$ cat config.mk
export PLATFORM = sky130hd
export DESIGN_NAME = clk_phase_meter
export DESIGN_NICKNAME = d
export VERILOG_FILES = /design/src/rtl/clk_phase_meter.sv
export SDC_FILE = /design/constraint.sdc
export NUM_CORES = 1
export LEC_CHECK = 0
export ABC_AREA = 0
export BUFFER_PORTS_ARGS = -buffer_cell sky130_fd_sc_hd__clkbuf_2
export CORE_MARGIN = 2
export CORE_UTILIZATION = 55
export CTS_BUF_LIST = sky130_fd_sc_hd__clkbuf_4 sky130_fd_sc_hd__clkbuf_8
export DETAILED_ROUTE_END_ITERATION = 8
export HOLD_SLACK_MARGIN = 0.08
export PLACE_DENSITY = 0.74
export SYNTH_ARGS = -nofsm -noshare
export SYNTH_HDL_FRONTEND = slang
export SYNTH_SLANG_ARGS = --single-unit
export TNS_END_PERCENT = 100
$ cat constraint.sdc
create_clock -name clk -period 3.7 [get_ports clk]
set_input_delay 0.37 -clock clk [delete_from_list [all_inputs] [get_ports clk]]
set_output_delay 0.37 -clock clk [all_outputs]
set_load 0.02 [all_outputs]
$ cat src/rtl/clk_phase_meter.sv
// ---------------------------------------------------------------------------
// clk_phase_meter
//
// Measures the period of a sampled square wave (sig_a) and the lag of a
// second square wave (sig_b) behind it, both in system-clock cycles. Results
// are averaged over 2^AVG_LOG2 consecutive sig_a periods.
//
// Ports
//   clk          system clock, all logic on the rising edge
//   reset_n      synchronous reset, active low
//   enable       high = measure, low = abort and return to idle
//   sig_a        asynchronous reference square wave
//   sig_b        asynchronous square wave whose lag is measured
//   period_out   averaged sig_a period (cycles)
//   lag_out      averaged sig_a-rise to sig_b-rise delay (cycles)
//   result_valid one-cycle pulse when period_out/lag_out update
//   lag_valid    qualifies lag_out (every period in the window saw a sig_b rise)
//   timeout      sticky while in FAULT: no sig_a rise for 2^CNT_W-1 cycles
//   busy         high in ARM and MEASURE
//   dbg_state    current FSM state (IDLE=0, ARM=1, MEASURE=2, FAULT=3)
//
// Handshake: result_valid is a plain strobe with no back-pressure; the
// result registers hold their value until the next strobe.
// ---------------------------------------------------------------------------
module clk_phase_meter #(
    parameter int CNT_W       = 16,
    parameter int AVG_LOG2    = 2,
    parameter int SYNC_STAGES = 2
) (
    input  logic             clk,
    input  logic             reset_n,
    input  logic             enable,
    input  logic             sig_a,
    input  logic             sig_b,
    output logic [CNT_W-1:0] period_out,
    output logic [CNT_W-1:0] lag_out,
    output logic             result_valid,
    output logic             lag_valid,
    output logic             timeout,
    output logic             busy,
    output logic [1:0]       dbg_state
);

    localparam int ACC_W = CNT_W + AVG_LOG2;
    localparam int IDX_W = (AVG_LOG2 > 0) ? AVG_LOG2 : 1;
    localparam logic [IDX_W-1:0] IDX_LAST = IDX_W'((1 << AVG_LOG2) - 1);
    localparam logic [CNT_W-1:0] CNT_MAX  = '1;

    typedef enum logic [1:0] {
        S_IDLE    = 2'd0,
        S_ARM     = 2'd1,
        S_MEASURE = 2'd2,
        S_FAULT   = 2'd3
    } state_e;

    // ------------------------------------------------------------------
    // Input conditioning: identical synchronizer + edge-detect depth on
    // both inputs, so the measured lag is not skewed by the pipeline.
    // ------------------------------------------------------------------
    logic [SYNC_STAGES-1:0] sync_a_q, sync_b_q;
    logic                   edge_a_q, edge_b_q;
    logic                   rise_a, rise_b;

    always_ff @(posedge clk) begin
        if (!reset_n) begin
            sync_a_q <= '0;
            sync_b_q <= '0;
            edge_a_q <= 1'b0;
            edge_b_q <= 1'b0;
        end else begin
            sync_a_q <= {sync_a_q[SYNC_STAGES-2:0], sig_a};
            sync_b_q <= {sync_b_q[SYNC_STAGES-2:0], sig_b};
            edge_a_q <= sync_a_q[SYNC_STAGES-1];
            edge_b_q <= sync_b_q[SYNC_STAGES-1];
        end
    end

    assign rise_a = sync_a_q[SYNC_STAGES-1] & ~edge_a_q;
    assign rise_b = sync_b_q[SYNC_STAGES-1] & ~edge_b_q;

    // ------------------------------------------------------------------
    // Measurement state
    // ------------------------------------------------------------------
    state_e           state_q, state_d;
    logic [CNT_W-1:0] cnt_q, cnt_d;
    logic [CNT_W-1:0] lag_q, lag_d;
    logic             b_seen_q, b_seen_d;
    logic             miss_q, miss_d;
    logic [IDX_W-1:0] idx_q, idx_d;
    logic [ACC_W-1:0] psum_q, psum_d;
    logic [ACC_W-1:0] lsum_q, lsum_d;
    logic [CNT_W-1:0] period_q, period_d;
    logic [CNT_W-1:0] lag_out_q, lag_out_d;
    logic             lag_valid_q, lag_valid_d;
    logic             rv_q, rv_d;

    // Sums including the period being closed this cycle.
    logic [ACC_W-1:0] psum_close, lsum_close;
    logic             miss_close;

    assign psum_close = psum_q + ACC_W'(cnt_q);
    assign lsum_close = lsum_q + ACC_W'(lag_q);
    assign miss_close = miss_q | ~b_seen_q;

    always_comb begin
        state_d     = state_q;
        cnt_d       = cnt_q;
        lag_d       = lag_q;
        b_seen_d    = b_seen_q;
        miss_d      = miss_q;
        idx_d       = idx_q;
        psum_d      = psum_q;
        lsum_d      = lsum_q;
        period_d    = period_q;
        lag_out_d   = lag_out_q;
        lag_valid_d = lag_valid_q;
        rv_d        = 1'b0;

        if (!enable) begin
            // Abort: partial window is dropped (ARM re-clears it), results held.
            state_d = S_IDLE;
        end else begin
            case (state_q)
                S_IDLE: begin
                    state_d = S_ARM;
                    // ARM's first cycle counts as cycle 1 of the timeout span.
                    cnt_d   = CNT_W'(1);
                end

                S_ARM: begin
                    if (rise_a) begin
                        state_d  = S_MEASURE;
                        cnt_d    = CNT_W'(1);
                        psum_d   = '0;
                        lsum_d   = '0;
                        idx_d    = '0;
                        miss_d   = 1'b0;
                        // A sig_b rise coincident with the opening edge is lag 0.
                        b_seen_d = rise_b;
                        lag_d    = '0;
                    end else if (cnt_q == CNT_MAX) begin
                        state_d = S_FAULT;
                    end else begin
                        cnt_d = cnt_q + CNT_W'(1);
                    end
                end

                S_MEASURE: begin
                    if (rise_a) begin
                        // Close current period; the same edge opens the next one.
                        if (idx_q == IDX_LAST) begin
                            period_d    = psum_close[AVG_LOG2 +: CNT_W];
                            lag_out_d   = lsum_close[AVG_LOG2 +: CNT_W];
                            lag_valid_d = ~miss_close;
                            rv_d        = 1'b1;
                            psum_d      = '0;
                            lsum_d      = '0;
                            miss_d      = 1'b0;
                            idx_d       = '0;
                        end else begin
                            psum_d = psum_close;
                            lsum_d = lsum_close;
                            miss_d = miss_close;
                            idx_d  = idx_q + IDX_W'(1);
                        end
                        cnt_d    = CNT_W'(1);
                        // Coincident sig_b rise belongs to the new period only.
                        b_seen_d = rise_b;
                        lag_d    = '0;
                    end else if (cnt_q == CNT_MAX) begin
                        state_d = S_FAULT;
                    end else begin
                        cnt_d = cnt_q + CNT_W'(1);
                        if (rise_b && !b_seen_q) begin
                            b_seen_d = 1'b1;
                            lag_d    = cnt_q;
                        end
                    end
                end

                S_FAULT: begin
                    state_d = S_FAULT;
                end

                default: begin
                    state_d = S_IDLE;
                end
            endcase
        end
    end

    always_ff @(posedge clk) begin
        if (!reset_n) begin
            state_q     <= S_IDLE;
            cnt_q       <= '0;
            lag_q       <= '0;
            b_seen_q    <= 1'b0;
            miss_q      <= 1'b0;
            idx_q       <= '0;
            psum_q      <= '0;
            lsum_q      <= '0;
            period_q    <= '0;
            lag_out_q   <= '0;
            lag_valid_q <= 1'b0;
            rv_q        <= 1'b0;
        end else begin
            state_q     <= state_d;
            cnt_q       <= cnt_d;
            lag_q       <= lag_d;
            b_seen_q    <= b_seen_d;
            miss_q      <= miss_d;
            idx_q       <= idx_d;
            psum_q      <= psum_d;
            lsum_q      <= lsum_d;
            period_q    <= period_d;
            lag_out_q   <= lag_out_d;
            lag_valid_q <= lag_valid_d;
            rv_q        <= rv_d;
        end
    end

    assign period_out   = period_q;
    assign lag_out      = lag_out_q;
    assign lag_valid    = lag_valid_q;
    assign result_valid = rv_q;
    // FAULT is only reachable through a timeout, and leaving it means IDLE.
    assign timeout      = (state_q == S_FAULT);
    assign busy         = (state_q == S_ARM) || (state_q == S_MEASURE);
    assign dbg_state    = state_q;

endmodule

==> flow_summary.toml, run 1 <==
[critical_path]
worstSetupStartpointType = "flip-flop"
crit_start = "cnt_q[0]"
cp.arrival_ns = 3.09
crit_type = "reg2reg"
cp_max_fo = 8
cp-end-kind = "flip-flop"
required_ns = 4.03
r2r-start = "cnt_q[0]"
r2r-end = "period_out[14]"
rr_worst_depth = 10
reg2reg_slack_ns = 0.95

[synthesis]
syn_avg_cell_area_um2 = 8.58
synth_top_family_by_area = "compound AO/OA/AOI/OAI gates"
synthTopCellsByArea = "dfxtp_1 39%, ha_1 8.2%, nand2_1 5.3%"
ys.flop_type = "dfxtp_1"
synth.top_cell.area_share_pct = 39.2
syn_nets = 723
ys_warn_count = 0
syn_area_um2 = 5820
yosysSeqAreaShare_pct = 39.2
yosys-mux-area-fraction_pct = 0.688
synth_edf_count = 0
ys_seq_elements = 114
synth_compound_area_share_pct = 21.3
syn-instance-count = 678
yosys.area_share.simple_pct = 20.7
yosysMostFrequentCell = "dfxtp_1"
yosys.area_share.xor_xnor_pct = 6.17
yosys.area.top_type = "dfxtp_1"
synthArstFlopShare_pct = 0
yosys.area_share.adder_pct = 8.86
synthDistinctLibCells = 64
yosys-top-cells-count = "114 x dfxtp_1, 82 x nand2_1, 59 x nor2_1, 57 x a21oi_1, 38 x ha_1"

[cts]
cts_root_buffer = "clkbuf_8"
cts_buffers = 17
tritoncts = "yes"
clock_latency_ns = 0.45
cts_buffer_depth = 2
cts_num_sinks = 114
htreeDepth = 4
cts_resized = 0
hold_buffers = 0
post-cts-setup-buffer-count = 0
path_clk_slew_ns = 0.07

[global_route]
grt_max_degree = 35
grt_pass1_vias = 4856
antenna_found_initial = 1
grt_use_total_pct = 27.6
overflow = 0
grt_pass1_wl_mm = 24.4

[placed_design]
dpl.hpwl_mm = 10.4
postPlaceCellArea_um2 = 6130
pre_cts_slack_ns = 0.999
place_congestion = 0.910
io_buffers = 42

[route]
m1WireLength_mm = 7.05
wl_met3_um = 756
post_drt_via_cell_ratio = 5.93
met2_wirelength_mm = 6.65
drtIter0Drc = 309
drc = 0
detail_route.first_pass.iterations = 5
wire_per_inst_um = 17.3
dr_total_vias = 5130
routed_wl_mm = 14.9
dr.max_layer_used = "met4"
ant_nets = 0

[floorplanning]
die_w_um = 107
die_area_um2 = 11400
pin_count = 43
core_region_area_um2 = 10300
start_util_pct = 56.6
die_y_um = 107
fp-row-count = 37

[sta]
setup_tns_ns = 0
finalSetupViolations = 0
worst_slack_ns = 0.948
slew_violations = 0
relSlewSlack_pct = 30.5
finalCritPeriodShare_pct = 74.4
finClkSkew_ns = 0.0119
hold_viol_final = 0
tightestPinTransition_ns = 1.04
fmax_mhz = 363
fin_crit_ns = 2.75
rsz0062_at_grt = "no"

[min_path]
holdCritPathClass = "in2reg"
hold-path-endpoint = "sync_b_q[0]"
timing.hold.worst.start = "sig_b"
hold_path_depth = 2

[finish]
final_nets = 761
fin_area_um2 = 6590
final_layout_size_suffix_gt1_share_pct = 12.9
num_antenna_cells = 0
synthToLayoutAreaGrowth_pct = 13.3

[power_and_ir_drop]
swShare_pct = 22.5
p_comb_share_pct = 2.5
internal_power_mw = 2.04
p_switching_mw = 0.590
max-vdd-ir-drop_mv = 0.335
power.leakage_nw = 2.73
power.share.clock_pct = 50.4
powerDensity_nw_per_um2 = 399
seq_power_share_pct = 47.0

[job]
drv_cap = 0

[run_status]
outcome = "complete, no violations"
-- final cells by class --
| type | count | area [um2] |
|---|---|---|
| multi-input cells | 521 | 3360 |
| clock inverters | 12 | 179 |
| inverters | 11 | 41.3 |
| fillers | 901 | 3690 |
| flip-flops and latches | 114 | 2280 |
| well taps | 136 | 170 |
| clock buffers | 20 | 275 |
| repair buffers | 51 | 278 |
-- worst max-delay path, cell delays in order (launching register included) --
cell,delay [ns]
dfxtp_1,0.47
ha_1,0.23
inv_1,0.06
fa_1,0.40
nand2b_1,0.18
a21oi_1,0.20
o211ai_1,0.18
a21oi_1,0.25
o2111ai_1,0.20
mux2i_1,0.16
a311o_1,0.32
-- stage by stage --
| stage | cells | hold WS (ns) | power, mW | util [%] |
|---|---|---|---|---|
| after floorplan | 678 | 0.412 | 1.31 | - |
| after global placement | 833 | 0.414 | 1.33 | 59.7 |
| after detailed placement | 833 | 0.426 | 1.33 | 59.7 |
| after CTS | 865 | 0.114 | 2.65 | 64.1 |
| after global routing | 865 | 0.129 | 2.70 | 64.1 |
| final | 865 | 0.137 | 2.63 | 64.1 |
-- power by group through the flow --
stage / Clock (mW) / Combinational [mW] / Sequential (mW)
finish: 1.33 / 0.0663 / 1.24
global route: 1.39 / 0.0721 / 1.24
CTS: 1.35 / 0.0655 / 1.24
detailed placement: 0 / 0.0651 / 1.26
global placement: 0 / 0.0631 / 1.26
floorplan: 0 / 0.0458 / 1.26
-- worst max path at each step --
stage | end | slack [ns] | cells past startpoint
after floorplan | period_out[14] | 1.29 | 10
after global placement | period_out[14] | 1.09 | 10
after detailed placement | period_out[14] | 1.0 | 10
after CTS | period_out[14] | 0.97 | 10
after global routing | period_out[14] | 0.79 | 10
final | period_out[14] | 0.95 | 10
-- logic make-up (layout without fill, tap and decap cells) --
family,count (synthesis),in the layout
xor+xnor,41,41
buf+inv,43,94
simple gates,247,247
compound gates,189,189
fa+ha+maj,40,40
flops,114,114
mux,4,4
-- state kept, by name (all words and copies together) (netlist names) --
name,cells
sync_a_q,2
lag_out,16
edge_b_q,1
dbg_state,2
lag_q,16
psum_q,18
lsum_q,18
lag_valid,1
period_out,16
edge_a_q,1
idx_q,2
result_valid,1
sync_b_q,2
cnt_q,16
b_seen_q,1
miss_q,1
-- per-layer routing --
layer,global-route usage (%),up-vias
li1,-,2532
met1,36.6,2399
met2,43.1,159
met3,5.59,40
met4,13.3,0
met5,0,-
-- layout by cell type (no fill, tap or decap), types with 3 or more instances in the layout --
master      count
o21a_1          3
a22oi_1        11
nand4_1        11
o211ai_1        5
a21o_1         12
clkbuf_2       42
clkinvlp_4      3
buf_4           9
nand2_1        82
nor2_1         59
a22o_1         23
or3_1           5
a21oi_1        57
nand3_1        27
a211oi_1        8
xor2_1         21
a41oi_1         5
a31oi_1         6
and2_1         11
and3_1          8
o21bai_1        3
inv_1          10
nor3_1          9
dfxtp_1       114
a2bb2oi_1       3
ha_1           38
clkbuf_8       20
nor2b_1         8
mux2i_1         4
nand2b_1        6
o21ai_1         3
bufinv_16       4
o21ai_0        33
xnor2_1        20
or4_1           5
(Power assumes the default switching activity.)
==> inputs of run 2 (changes only) <==
==> constraint.sdc (replaced) <==
create_clock -name clk -period 2.8 [get_ports clk]
set_input_delay 0.28 -clock clk [delete_from_list [all_inputs] [get_ports clk]]
set_output_delay 0.28 -clock clk [all_outputs]
set_load 0.02 [all_outputs]
==> run 2 against run 1 <==
Against the previous run: count of clock-buffer cells in the layout is 1 lower; design area grew 0.53%; sequential share of layout area decreased by 0.18 points; utilization up 0.34 points; via count increased by 2.9%; worst setup slack worse by 0.80 ns; critical path type unchanged; total power grew 27%; clock power rose by 22%; critical path depth is the same; cell count increased by 1.0%; global-route usage is 0.069 points higher.
==> flow_summary.toml, run 2 (synthesis gave the netlist of run 1 again) <==
[run_status]
outcome = "complete, no violations"

[cts]
post-cts-setup-buffer-count = 0
cts_resized = 0
cts_num_sinks = 114
tritoncts = "yes"
cts_buffer_depth = 2
hold_buffers = 2
htreeDepth = 4
path_clk_slew_ns = 0.07
clock_latency_ns = 0.43
cts_buffers = 17
cts_root_buffer = "clkbuf_8"

[min_path]
hold-path-endpoint = "dbg_state[1]"
timing.hold.worst.start = "enable"
hold_path_depth = 3
holdCritPathClass = "in2reg"

[critical_path]
worstSetupStartpointType = "flip-flop"
critPathBufInv = 1
r2r-end = "period_out[14]"
cp.arrival_ns = 2.97
worstPathCellList = "ha_1 -> inv_1 -> fa_1 -> nand2b_1 -> a21oi_1 -> o211ai_1 -> a21oi_1 -> o2111ai_1 -> mux2i_1 -> a311o_1"
required_ns = 3.12
critPathTopFamily = "compound AO/OA/AOI/OAI gates"
r2r-start = "cnt_q[0]"
rr_worst_depth = 10
cp_num_cells = 10
cp-end-kind = "flip-flop"
cp_max_fo = 3
cpMaxStageDelayCell = "fa_1"
crit_type = "reg2reg"
reg2reg_slack_ns = 0.15
crit_top_cell = "a21oi_1"
max_stage_delay_ns = 0.40

[floorplanning]
core_region_area_um2 = 10300
pin_count = 43
fp-row-count = 37
die_w_um = 107
die_y_um = 107
start_util_pct = 56.6
die_area_um2 = 11400

[route]
wire_per_inst_um = 17.3
ant_nets = 0
drtIter0Drc = 350
drc = 0
detail_route.first_pass.iterations = 5
dr_total_vias = 5278
post_drt_via_cell_ratio = 6.04
routed_wl_mm = 15.1

[finish]
fin_cells = 874
synthToLayoutAreaGrowth_pct = 13.9
final_cell_mix = "114 x dfxtp_1, 82 x nand2_1, 59 x nor2_1, 57 x a21oi_1, 42 x clkbuf_2"
layout_commonest_cell = "dfxtp_1"
top_regs = "lsum_q: 18 flops, psum_q: 18 flops"
final_layout_size_suffix_gt1_share_pct = 13.7
num_antenna_cells = 0
final_nets = 770

[sta]
tightestPinTransition_ns = 0.552
finalCritPeriodShare_pct = 94.7
slew_violations = 0
relSlewSlack_pct = 63.0
fin_crit_ns = 2.65
finalSetupViolations = 0
finClkSkew_ns = 0.00996
setup_tns_ns = 0
hold_viol_final = 0
fmax_mhz = 377
rsz0062_at_grt = "no"

[placed_design]
dpl.hpwl_mm = 10.8
placed_cells = 840
io_buffers = 42
place_congestion = 0.913

[global_route]
grt_use_total_pct = 27.7
grt_pass1_vias = 5005
grt_max_degree = 34
grt_pass1_wl_mm = 24.8
antenna_found_initial = 0
overflow = 0

[power_and_ir_drop]
power.leakage_nw = 2.75
powerDensity_nw_per_um2 = 505
max-vdd-ir-drop_mv = 0.363

[job]
drv_cap = 0
run 2: cell count changes in the layout (fill, tap and decap cells not counted), sizes merged:
cell         change
inv              -1
clkbuf           -1
clkinv           +2
clkinvlp         +1
buf              +7
bufinv           -1
dlygate4sd3      +2
run 2: worst reg2reg max path: stages, from the launching register on:
cell       delay [ns]
dfxtp_1          0.34
ha_1             0.19
inv_1            0.07
fa_1             0.40
nand2b_1         0.18
a21oi_1          0.21
o211ai_1         0.19
a21oi_1          0.26
o2111ai_1        0.22
mux2i_1          0.17
a311o_1          0.32
run 2: routing by layer:
layer | vias to the layer above | wire length (um) | track usage, %
met3 | 38 | 926 | 4.98
li1 | 2556 | - | -
met5 | - | 0 | 0
met4 | 0 | 311 | 11.3
met1 | 2479 | 6960 | 36.6
met2 | 205 | 6920 | 44.8
run 2: cell type report:
class | instances | area (um2)
Clock buffer | 19 | 255
Clock inverter | 13 | 161
Fill cell | 926 | 3650
Inverter | 11 | 41.3
Multi-Input combinational cell | 521 | 3360
Sequential cell | 114 | 2280
Tap cell | 136 | 170
Timing Repair Buffer | 60 | 350
run 2: power breakdown:
group / internal (mW) / total [mW] / switching (mW)
Combinational: 0.0268 / 0.0943 / 0.0675
Sequential: 1.63 / 1.63 / 0.00420
Clock: 0.911 / 1.62 / 0.705
run 2: worst max-delay path by stage:
stage / from / to / slack (ns)
after floorplan: cnt_q[0] / period_out[14] / 0.39
after global placement: cnt_q[0] / period_out[14] / 0.33
after detailed placement: cnt_q[0] / period_out[14] / 0.21
after CTS: cnt_q[0] / period_out[14] / 0.19
after global routing: cnt_q[0] / psum_q[16] / 0.02
final: cnt_q[0] / period_out[14] / 0.15
run 2: per-stage QoR:
| step | util (%) | hold slack [ns] | area (um2) | setup WS, ns | total power [mW] |
|---|---|---|---|---|---|
| after floorplan | - | 0.407 | 5820 | 0.389 | 1.73 |
| after global placement | 60.2 | 0.414 | 6190 | 0.332 | 1.75 |
| after detailed placement | 60.2 | 0.422 | 6190 | 0.207 | 1.76 |
| after CTS | 64.4 | 0.172 | 6620 | 0.186 | 3.36 |
| after global routing | 64.4 | 0.203 | 6620 | 0.0238 | 3.45 |
| final | 64.4 | 0.198 | 6620 | 0.148 | 3.34 |
